## src/rtl/mon_frame_rx_fifo.sv

```systemverilog
// Serial frame receiver (start bit, DATA_WIDTH payload bits, stop bit) feeding
// a small FIFO with a valid/ready pop interface and sticky error flags.
module mon_frame_rx_fifo #(
    parameter int DATA_WIDTH = 40,
    parameter int DEPTH      = 4,
    parameter int MSB_FIRST  = 1
) (
    input  logic                       mon_clk,
    input  logic                       rst,
    input  logic                       to_mon,
    input  logic                       err_clear,
    output logic [DATA_WIDTH-1:0]      out_data,
    output logic                       out_valid,
    input  logic                       out_ready,
    output logic [$clog2(DEPTH):0]     fifo_level,
    output logic                       busy,
    output logic                       frame_err,
    output logic                       overflow
);

    localparam int CNT_W = $clog2(DATA_WIDTH);
    localparam int PTR_W = $clog2(DEPTH);
    localparam int LVL_W = PTR_W + 1;

    typedef enum logic [1:0] {
        IDLE,
        DATA,
        STOP
    } state_t;

    state_t                  state;
    state_t                  next_state;
    logic [CNT_W-1:0]        bit_cnt;
    logic [DATA_WIDTH-1:0]   shift_reg;
    logic [DATA_WIDTH-1:0]   mem [DEPTH];
    logic [PTR_W-1:0]        wr_ptr;
    logic [PTR_W-1:0]        rd_ptr;
    logic                    wr_req;
    logic                    bad_stop;
    logic                    full;
    logic                    pop;
    logic                    wr_en;
    logic                    drop;

    always_ff @(posedge mon_clk or posedge rst) begin
        if (rst) begin
            state <= IDLE;
        end else begin
            state <= next_state;
        end
    end

    always_comb begin
        next_state = state;
        case (state)
            IDLE: if (to_mon) next_state = DATA;
            DATA: if (bit_cnt == CNT_W'(DATA_WIDTH - 1)) next_state = STOP;
            STOP: next_state = IDLE;
            default: next_state = IDLE;
        endcase
    end

    always_ff @(posedge mon_clk or posedge rst) begin
        if (rst) begin
            bit_cnt   <= '0;
            shift_reg <= '0;
        end else begin
            case (state)
                IDLE: bit_cnt <= '0;
                DATA: begin
                    bit_cnt <= bit_cnt + CNT_W'(1);
                    if (MSB_FIRST != 0) begin
                        shift_reg <= {shift_reg[DATA_WIDTH-2:0], to_mon};
                    end else begin
                        shift_reg <= {to_mon, shift_reg[DATA_WIDTH-1:1]};
                    end
                end
                default: bit_cnt <= bit_cnt;
            endcase
        end
    end

    // A full FIFO still accepts a write when the head is popped on the same edge.
    assign busy      = (state != IDLE);
    assign wr_req    = (state == STOP) && !to_mon;
    assign bad_stop  = (state == STOP) && to_mon;
    assign out_valid = (fifo_level != '0);
    assign full      = (fifo_level == LVL_W'(DEPTH));
    assign pop       = out_valid && out_ready;
    assign wr_en     = wr_req && (!full || pop);
    assign drop      = wr_req && full && !pop;
    assign out_data  = out_valid ? mem[rd_ptr] : '0;

    always_ff @(posedge mon_clk) begin
        if (wr_en) begin
            mem[wr_ptr] <= shift_reg;
        end
    end

    always_ff @(posedge mon_clk or posedge rst) begin
        if (rst) begin
            wr_ptr     <= '0;
            rd_ptr     <= '0;
            fifo_level <= '0;
        end else begin
            if (wr_en) wr_ptr <= wr_ptr + PTR_W'(1);
            if (pop)   rd_ptr <= rd_ptr + PTR_W'(1);
            case ({wr_en, pop})
                2'b10:   fifo_level <= fifo_level + LVL_W'(1);
                2'b01:   fifo_level <= fifo_level - LVL_W'(1);
                default: fifo_level <= fifo_level;
            endcase
        end
    end

    // A new error event on the same edge as err_clear keeps the flag set.
    always_ff @(posedge mon_clk or posedge rst) begin
        if (rst) begin
            frame_err <= 1'b0;
            overflow  <= 1'b0;
        end else begin
            if (bad_stop)       frame_err <= 1'b1;
            else if (err_clear) frame_err <= 1'b0;
            if (drop)           overflow  <= 1'b1;
            else if (err_clear) overflow  <= 1'b0;
        end
    end

endmodule

```

## config.mk

```make
export PLATFORM = sky130hd
export DESIGN_NAME = mon_frame_rx_fifo
export DESIGN_NICKNAME = d
export VERILOG_FILES = /design/src/rtl/mon_frame_rx_fifo.sv
export SDC_FILE = /design/constraint.sdc
export NUM_CORES = 1
export LEC_CHECK = 0
export ABC_AREA = 1
export BUFFER_PORTS_ARGS = -buffer_cell sky130_fd_sc_hd__buf_2
export CORE_ASPECT_RATIO = 0.8
export CORE_MARGIN = 2
export CORE_UTILIZATION = 60
export DETAILED_ROUTE_END_ITERATION = 6
export GPL_ROUTABILITY_DRIVEN = 1
export HOLD_SLACK_MARGIN = 0.15
export MAX_ROUTING_LAYER = met4
export PLACE_DENSITY = 0.84
export SETUP_SLACK_MARGIN = 0.2
export SYNTH_ARGS = -nofsm -noshare
export SYNTH_HDL_FRONTEND = slang
export SYNTH_SLANG_ARGS = --single-unit
```

## constraint.sdc

```tcl
create_clock -name mon_clk -period 4.5 [get_ports mon_clk]
set_clock_uncertainty 0.15 [all_clocks]
set_input_delay 0.675 -clock mon_clk [delete_from_list [all_inputs] [get_ports mon_clk]]
set_output_delay 0.675 -clock mon_clk [all_outputs]
set_load 0.05 [all_outputs]
```

==> key figures <==
Outcome
  – Outcome: completed

Floorplanning
  – Core footprint: 14200 sq um
  – Die H: 111 um
  – Initial Utilization: between 60% and 70%
  – Io pins: 52
  – # rows: 39
  – Die width: roughly 140 um
  – Die ar.: ~15000 sq um

Timing
  – Rel. slew slack: between 30% and 40%
  – Hold Vio Cnt, Final: 0
  – Worst-case hold slack: 0.254 ns
  – Shortest period the worst path allows: 3.35 ns
  – Fmax: 0.299 GHz
  – # setup viols final: 0
  – Final period util: 74.4%
  – Worst setup margin: 1.15 ns
  – Worst-Margin Slew: 0.968 ns
  – RSZ-0062 raised after global routing: no
  – Setup tns final: 0 ns
  – Pins over their slew limit: 0

Synthesis
  – Mapped Cells: 746
  – Flops & latches, synth: ~220
  – Net Count, Synth: 757
  – Synth cell types: 31
  – Dominant cells by area after synthesis: edfxtp_1 (56%), dfrtp_1 (17%), nor2_1 (7.4%), nand2_1 (5.5%), o21ai_0 (4.1%)
  – Syn Area/Cell: between 10 and 15 sq um
  – Cell Area, Synth: 8620 sq um
  – Post-synthesis sequential area ratio: 72.3%
  – Synth area leader: edfxtp_1
  – Synth Warn #: 0
  – Top cell type's share of synthesized area: 55.7%

Critical path
  – Critical Path End Type: output pin
  – CP Data Arrival Time: 2.52 ns
  – Critical Path Fanout Max: 22
  – Worst Path Required: 3.67 ns
  – Worst setup SP type: flop
  – Worst Setup Path Type: reg -> out

GRT
  – First-pass GRT wire length: 28700 um
  – GRT Util Overall: between 20 and 25%
  – Initial antenna violation count: 0
  – Largest net degree at the start of global routing: between 80 and 90
  – Grt total ovfl: 0
  – Vias in the first global route: 5453

Clock network
  – # resized after CTS: 0
  – Clock-pin slew on the worst setup and hold paths: 0.06 ns
  – CTS tree: built
  – Cts hold-fix bufs: 1
  – Clock latency on the worst-skew pair: 0.49 ns
  – CTS Buffer Depth: 3
  – H-tree depth: 1
  – Clock Sinks: 217
  – Clock Root Buffer: clkbuf_16
  – Number of buffers created by CTS: 21
  – Buffer count from post-CTS setup fixing: 0

Power and ir drop
  – Maximum VDD drop: 0.610 mV
  – Power Dens Cells: 731 nW/um^2
  – Leak: 3.83 nW

Final layout
  – Most frequent cells in the layout: nor2_1 (167), edfxtp_1 (160), nand2_1 (127)
  – Post-layout nets: approximately 800
  – Max reg flops: 160
  – P&R area growth vs syn: 12.9%
  – Core Util, Final: 68.8%
  – Layout cells sized above 1: 14.2%
  – Ant diodes: 0
  – Post-Layout Cell Count: 993
  – Most common cell after layout, fill and taps aside: nor2_1

Placed design
  – Dpl cells: 955
  – Place WS: 1.65 ns
  – Placer Congestion: around 0.75
  – I/O Buffers: 51
  – Hpwl dp: 9880 um

Detailed routing
  – Vias: 5583
  – Vias per inst: 5.62
  – Residual DRC: 0
  – Routed Antenna Nets: 0
  – 1st-pass router iterations: 5
  – Drt initial violations: 470
  – Final WL: 17800 um
  – DR WL/cell: roughly 18 um

Run
  – Max-cap check violation count: 0

Min path
  – Worst Hold Class: in -> reg
[final timing paths]
check / startpoint / endpoint / slack [ns] / cells after the start
worst max-delay path: fifo_level[0]$_DFFE_PP0P_ / out_data[13] / 1.15 / 6
worst min-delay path: err_clear / overflow$_DFFE_PP0P_ / 0.25 / 2
worst max register to register: fifo_level[2]$_DFFE_PP0P_ / mem[3][32]$_DFFE_PP_ / 1.82 / 7
worst min register to register: bit_cnt[4]$_DFFE_PP0P_ / state[1]$_DFFE_PP0P_ / 0.35 / 1
max in group asynchronous: rst / shift_reg[33]$_DFFE_PP0P_ / 2.64 / 4
min in group asynchronous: rst / wr_ptr[0]$_DFFE_PP0P_ / 0.67 / 3
[cell usage after synthesis (all sizes together)]
master / number
xor2: 3
o21ai: 84
nor2: 174
a21oi: 43
nand4: 2
fa: 1
ha: 5
o22ai: 3
and3: 1
dfrtp: 57
a22o: 1
nand2: 132
inv: 27
nor3: 4
o21a: 2
nor4: 1
edfxtp: 160
nand3: 8
buf: 26
clkbuf: 12
[cells by family after synthesis]
logic type                 after synthesis  share of synthesized area (%)
buffers and inverters                   65                           3.48
DFF                                    217                           72.3
AOI/OAI and AO/OA                      133                           7.88
xor gates and xnor gates                 3                          0.392
adders and majority gates                6                          0.958
and+or+nand+nor                        322                           15.0
[area by class of cell]
class | count | area (sq um)
Clock inverter | 15 | 168
Sequential cell | 217 | 6230
Tap cell | 184 | 230
Multi-Input combinational cell | 464 | 2120
Fill cell | 975 | 4410
Clock buffer | 22 | 529
Inverter | 27 | 101
Timing Repair Buffer | 64 | 355
[where the power goes]
group | total [W] | switching [W] | internal (W)
Clock | 0.00178 | 0.000703 | 0.00108
Sequential | 0.00252 | 0.000165 | 0.00236
Combinational | 0.00282 | 0.00217 | 0.000646
[per-layer routing]
layer / vias to the layer above / part of all wire (%) / track usage [%]
met2: 222 / 49 / 38.8
met1: 2705 / 42 / 33.0
li1: 2622 / - / -
met4: 0 / 1.9 / 5.99
met5: - / 0 / -
met3: 34 / 7.1 / 4.23
[critical path, cell delays in order, from the launching register on]
cell,delay [ns]
dfrtp_1,0.44
nor2_4,0.19
nand2_4,0.09
inv_1,0.55
buf_4,0.42
a21oi_1,0.10
buf_2,0.23
[metrics by stage]
step | instance area, sq um | power, W
final | 9740 | 0.00712
after CTS | 9740 | 0.00715
after floorplan | 8620 | 0.00472
after global placement | 9030 | 0.00527
after detailed placement | 9030 | 0.00536
after global routing | 9740 | 0.00744
Note: power is estimated with default switching activity, not from simulation.
